## src/rtl/itof_pipeline_if.sv

```systemverilog
// Issue/completion bundle for the integer-to-float pipeline.
// master drives the issue side and observes completions; slave is the converter.
interface itof_pipeline_if #(
    parameter int unsigned TAG_WIDTH = 2
);
    logic                 stall_i;
    logic                 flush_i;
    logic                 valid_i;
    logic                 signed_i;
    logic [TAG_WIDTH-1:0] tag_i;
    logic [31:0]          operand_i;
    logic                 valid_o;
    logic [TAG_WIDTH-1:0] tag_o;
    logic [31:0]          result_o;
    logic                 inexact_o;

    modport master (
        output stall_i, flush_i, valid_i, signed_i, tag_i, operand_i,
        input  valid_o, tag_o, result_o, inexact_o
    );

    modport slave (
        input  stall_i, flush_i, valid_i, signed_i, tag_i, operand_i,
        output valid_o, tag_o, result_o, inexact_o
    );
endinterface

```

## src/rtl/itof_pipeline.sv

```systemverilog
// Three-stage 32-bit integer to IEEE-754 single-precision converter with
// round-to-nearest-even, global stall, flush and a pass-through tag.
module itof_pipeline #(
    parameter int unsigned TAG_WIDTH = 2
) (
    input logic           clk,
    input logic           reset_n,
    itof_pipeline_if.slave bus
);

    // Stage 1: sign and magnitude
    logic                 s1_valid;
    logic                 s1_sign;
    logic [31:0]          s1_mag;
    logic [TAG_WIDTH-1:0] s1_tag;

    logic                 s1_sign_d;
    logic [31:0]          s1_mag_d;

    always_comb begin
        s1_sign_d = bus.signed_i & bus.operand_i[31];
        s1_mag_d  = s1_sign_d ? (~bus.operand_i + 32'd1) : bus.operand_i;
    end

    always_ff @(posedge clk or negedge reset_n) begin
        if (!reset_n) begin
            s1_valid <= 1'b0;
            s1_sign  <= 1'b0;
            s1_mag   <= '0;
            s1_tag   <= '0;
        end else begin
            if (bus.flush_i)
                s1_valid <= 1'b0;
            else if (!bus.stall_i)
                s1_valid <= bus.valid_i;
            if (!bus.stall_i) begin
                s1_sign <= s1_sign_d;
                s1_mag  <= s1_mag_d;
                s1_tag  <= bus.tag_i;
            end
        end
    end

    // Stage 2: normalise via binary-search leading-zero count
    logic                 s2_valid;
    logic                 s2_sign;
    logic                 s2_zero;
    logic [31:0]          s2_norm;
    logic [7:0]           s2_exp;
    logic [TAG_WIDTH-1:0] s2_tag;

    logic [4:0]           lz;
    logic [31:0]          norm_d;
    logic [7:0]           exp_d;

    always_comb begin
        lz     = '0;
        norm_d = s1_mag;
        if (norm_d[31:16] == 16'd0) begin
            lz[4]  = 1'b1;
            norm_d = norm_d << 16;
        end
        if (norm_d[31:24] == 8'd0) begin
            lz[3]  = 1'b1;
            norm_d = norm_d << 8;
        end
        if (norm_d[31:28] == 4'd0) begin
            lz[2]  = 1'b1;
            norm_d = norm_d << 4;
        end
        if (norm_d[31:30] == 2'd0) begin
            lz[1]  = 1'b1;
            norm_d = norm_d << 2;
        end
        if (norm_d[31] == 1'b0) begin
            lz[0]  = 1'b1;
            norm_d = norm_d << 1;
        end
        exp_d = 8'd158 - {3'd0, lz};
    end

    always_ff @(posedge clk or negedge reset_n) begin
        if (!reset_n) begin
            s2_valid <= 1'b0;
            s2_sign  <= 1'b0;
            s2_zero  <= 1'b0;
            s2_norm  <= '0;
            s2_exp   <= '0;
            s2_tag   <= '0;
        end else begin
            if (bus.flush_i)
                s2_valid <= 1'b0;
            else if (!bus.stall_i)
                s2_valid <= s1_valid;
            if (!bus.stall_i) begin
                s2_sign <= s1_sign;
                s2_zero <= (s1_mag == 32'd0);
                s2_norm <= norm_d;
                s2_exp  <= exp_d;
                s2_tag  <= s1_tag;
            end
        end
    end

    // Stage 3: round to nearest even and pack into the output registers
    logic [22:0] mant;
    logic        guard;
    logic        sticky;
    logic        round_up;
    logic        carry;
    logic [22:0] mant_r;
    logic [7:0]  exp_r;
    logic [31:0] result_d;
    logic        inexact_d;

    always_comb begin
        mant            = s2_norm[30:8];
        guard           = s2_norm[7];
        sticky          = |s2_norm[6:0];
        round_up        = guard & (sticky | mant[0]);
        {carry, mant_r} = {1'b0, mant} + {23'd0, round_up};
        exp_r           = s2_exp + {7'd0, carry};
        if (s2_zero) begin
            result_d  = '0;
            inexact_d = 1'b0;
        end else begin
            result_d  = {s2_sign, exp_r, mant_r};
            inexact_d = guard | sticky;
        end
    end

    always_ff @(posedge clk or negedge reset_n) begin
        if (!reset_n) begin
            bus.valid_o   <= 1'b0;
            bus.tag_o     <= '0;
            bus.result_o  <= '0;
            bus.inexact_o <= 1'b0;
        end else begin
            if (bus.flush_i)
                bus.valid_o <= 1'b0;
            else if (!bus.stall_i)
                bus.valid_o <= s2_valid;
            if (!bus.stall_i) begin
                bus.tag_o     <= s2_tag;
                bus.result_o  <= result_d;
                bus.inexact_o <= inexact_d;
            end
        end
    end

endmodule

```

## src/flat_wrapper.sv

```systemverilog
// flat-port wrapper written by rule: the top's interface ports become plain ports
module itof_pipeline_flat 
#(
    parameter int unsigned TAG_WIDTH = 2
)
  (clk, reset_n, bus_stall_i, bus_flush_i, bus_valid_i, bus_signed_i, bus_tag_i, bus_operand_i, bus_valid_o, bus_tag_o, bus_result_o, bus_inexact_o);
  itof_pipeline_if #(.TAG_WIDTH(TAG_WIDTH)) bus_i ();
  input logic clk;
  input logic reset_n;
  input wire logic [$bits(bus_i.stall_i)-1:0] bus_stall_i;
  input wire logic [$bits(bus_i.flush_i)-1:0] bus_flush_i;
  input wire logic [$bits(bus_i.valid_i)-1:0] bus_valid_i;
  input wire logic [$bits(bus_i.signed_i)-1:0] bus_signed_i;
  input wire logic [$bits(bus_i.tag_i)-1:0] bus_tag_i;
  input wire logic [$bits(bus_i.operand_i)-1:0] bus_operand_i;
  output wire logic [$bits(bus_i.valid_o)-1:0] bus_valid_o;
  output wire logic [$bits(bus_i.tag_o)-1:0] bus_tag_o;
  output wire logic [$bits(bus_i.result_o)-1:0] bus_result_o;
  output wire logic [$bits(bus_i.inexact_o)-1:0] bus_inexact_o;
  assign bus_i.stall_i = bus_stall_i;
  assign bus_i.flush_i = bus_flush_i;
  assign bus_i.valid_i = bus_valid_i;
  assign bus_i.signed_i = bus_signed_i;
  assign bus_i.tag_i = bus_tag_i;
  assign bus_i.operand_i = bus_operand_i;
  assign bus_valid_o = bus_i.valid_o;
  assign bus_tag_o = bus_i.tag_o;
  assign bus_result_o = bus_i.result_o;
  assign bus_inexact_o = bus_i.inexact_o;
  itof_pipeline #(.TAG_WIDTH(TAG_WIDTH)) u_core (.clk(clk), .reset_n(reset_n), .bus(bus_i));
endmodule
```

## config.mk

```make
export PLATFORM = sky130hd
export DESIGN_NAME = itof_pipeline_flat
export DESIGN_NICKNAME = d
export VERILOG_FILES = /design/src/rtl/itof_pipeline_if.sv /design/src/rtl/itof_pipeline.sv /design/src/flat_wrapper.sv
export SDC_FILE = /design/constraint.sdc
export NUM_CORES = 1
export LEC_CHECK = 0
export CELL_PAD_IN_SITES_DETAIL_PLACEMENT = 0
export CELL_PAD_IN_SITES_GLOBAL_PLACEMENT = 1
export CORE_MARGIN = 5
export CORE_UTILIZATION = 48
export DETAILED_ROUTE_END_ITERATION = 6
export HOLD_SLACK_MARGIN = 0.15
export PLACE_DENSITY = 0.95
export REMOVE_ABC_BUFFERS = 1
export SETUP_SLACK_MARGIN = 0.5
export SLEW_MARGIN = 20
export SYNTH_ARGS = -nofsm -noshare
export SYNTH_HDL_FRONTEND = slang
export SYNTH_SLANG_ARGS = --single-unit
export TNS_END_PERCENT = 1
```

## constraint.sdc

```tcl
create_clock -name clk -period 4.34 [get_ports clk]
set_input_delay 0.434 -clock clk [delete_from_list [all_inputs] [get_ports clk]]
set_output_delay 0.434 -clock clk [all_outputs]
set_load 0.005 [all_outputs]
```

==> impl_metrics.toml <==
[synthesis]
synth_edf_count = 0
syn_area_um2 = 7460
ys_types = 69
synthTopCellsByCount = "nand2_1, dfrtp_1, o21ai_0"
synth-seq-cells = 116
yosysTopAreaCellShare_pct = 38.9
ys_warn_count = 0
syn_inst = 841
yosys-top-cells-area = "dfrtp_1, nand2_1, mux2i_1"
synth.avg_cell_area_um2 = 8.87
synth.most_common_cell = "nand2_1"
async_reset_ff_share_pct = 100
synth_top_area_cell = "dfrtp_1"
yosysSeqAreaShare_pct = 38.9
synthFlopType = "dfrtp_1"

[setup_path]
worstPathMaxFanout = 19
cpPeakStageDelay_ns = 0.56
critPathBufInv = 2
cpMostUsedCell = "buf_4"
critPathKind = "register to register"
slowest_stage = "or4_4"
worstPathRequired_ns = 4.64
cp-start-kind = "register"
path_cells = "or4_4, nor2_2, buf_4, o21a_1, a221o_1, a21oi_2, a21boi_4, buf_4, a41oi_1, a22o_1"
end_kind = "register"
arrival_ns = 3.84
critPathLaunch = "u_core.s1_mag[27]$_DFFE_PN0N_"
regToRegStartpoint = "u_core.s1_mag[27]$_DFFE_PN0N_"
crit_family = "compound AO/OA/AOI/OAI gates"

[global_route]
top_usage_layer = "met2"
use_met2_pct = 33.6
grt_pass1_wl_um = 30700
grt_antenna_before_repair = 0
grt_use_total_pct = 20.8
grt_pass1_vias = 5969
met3_usage_pct = 4.28
grt.met1_usage_pct = 28.4
grt_overflow = 0
grt_max_degree = 108

[clocking]
cts_tree = "done"
cts-resized-gates = 0
clock_path_buffers = 2
clock_sinks = 116
hold_buffers = 1
cts-htree-levels = 4
cts-root-buf = "clkbuf_16"
cts_buffers = 17
post-cts-setup-buffer-count = 0
clk_pin_slew_ns = 0.05
clk_latency_ns = 0.42

[placement]
portBuffers = 75
dp_worst_setup_slack_ns = 0.870
place.gp.congestion = 0.952
dp_hpwl_um = 13300
post-place-cells = 1065

[final_layout]
final_nets = 944
final-instance-count-excl-fill = 1098
syn2layout_area_growth_pct = 19.8
layout-drive-gt1-share_pct = 10.9
antenna_cells = 0

[pwr]
power_mw = 4.04
p_leak_nw = 3.69
power.density_nw_per_um2 = 453
ir_worst_vdd_uv = 309

[drt]
dr.pass1.iters = 5
drt_iter0_markers = 429
vias_per_cell = 5.76
wire_per_inst_um = 16.6
wirelength_um = 18200
final_antenna_net_count = 0
drcViolationCount = 0
num_vias = 6320

[sta]
skew_ns = 0.00958
fin_ws_ns = 0.804
relSlewSlack_pct = 37.6
drv_slew = 0
min_period_ns = 3.54
fmax_ghz = 0.283
rsz0062_at_grt = "no"
hold_viol = 0
tightest_slew_ns = 0.936
setup_viol = 0
fin_tns_setup_ns = 0
timing.final.crit_share_pct = 81.5

[outcome]
status = "completed"

[worst_hold_path]
hold_path.class = "register to register"
hold_start = "u_core.bus.result_o[21]$_DFFE_PN0N_"

[floorplan]
die-height_um = 135
core_um2 = 15200
die_w_um = 135
ios = 76
dieArea_um2 = 18100
initial_core_util_pct = 49.1
rows = 45

[flow_run]
maxCapViolCount = 0
## final cells by class
class / instances / area, µm²
Inverter: 15 / 56.3
Clock inverter: 8 / 100
Multi-Input combinational cell: 655 / 4240
Clock buffer: 23 / 488
Timing Repair Buffer: 93 / 912
Tap cell: 188 / 235
Fill cell: 1338 / 6270
Sequential cell: 116 / 2900
## cells in the final DEF (no fill, tap or decap), drive strengths merged, types with 22 or more instances in the layout
cell type      count
dfrtp            116
mux2              29
o21ai            114
xor2              26
a21oi             28
nand3             22
clkbuf            23
nor2              46
xnor2             33
clkdlybuf4s50     73
mux2i             49
nand2            139
## power breakdown
part	leakage, nW	switching [mW]	internal [mW]
combinational	1.98	0.555	0.588
sequential	1.43	0.227	1.30
clock	0.289	0.472	0.900
## worst min-delay path, stage by stage (launching register included)
cell,delay [ns]
dfrtp_1,0.33
nand2_1,0.06
o31ai_1,0.05
## registers in the layout (all words and copies together), names as in the netlist
name                  flops
u_core.s2_zero            1
u_core.s1_sign            1
u_core.s1_tag             2
u_core.s1_mag            32
u_core.s2_exp             8
u_core.bus.inexact_o      1
u_core.s2_valid           1
u_core.s1_valid           1
u_core.bus.tag_o          2
u_core.s2_norm           31
u_core.bus.result_o      32
u_core.s2_sign            1
u_core.s2_tag             2
u_core.bus.valid_o        1
## per-stage QoR
step	hold WS [ns]	util (%)	instance area [µm²]
after floorplan	0.138	-	7200
after global placement	0.462	54.8	8320
after detailed placement	0.468	54.8	8320
after CTS	0.480	58.7	8920
after global routing	0.502	58.8	8930
final	0.475	58.8	8930
## path summary, 6_finish.rpt
check	end	slack, ns	cells past startpoint
worst max register to register	u_core.s2_norm[30]$_DFFE_PN0N_	0.80	10
max in group asynchronous	u_core.s1_mag[23]$_DFFE_PN0N_	2.87	3
worst min register to register	u_core.bus.result_o[21]$_DFFE_PN0N_	0.48	2
min in group asynchronous	u_core.bus.tag_o[1]$_DFFE_PN0N_	0.56	2
worst min-delay path	u_core.bus.result_o[21]$_DFFE_PN0N_	0.48	2
worst max-delay path	u_core.s2_norm[30]$_DFFE_PN0N_	0.80	10
## cells by family after synthesis
family / share of synthesized area, %
and+or+nand+nor: 19.0
xor gates and xnor gates: 6.93
adders and majority gates: 1.01
muxes: 11.0
DFF: 38.9
buffers and inverters: 4.24
AOI/OAI and AO/OA: 18.9
## routing by layer
layer,vias to the layer above,wire length [µm]
li1,3125,-
met1,2963,8480
met2,210,8420
met3,22,1070
met4,0,238
met5,-,0
No activity file was read; power rests on OpenSTA's default activity.
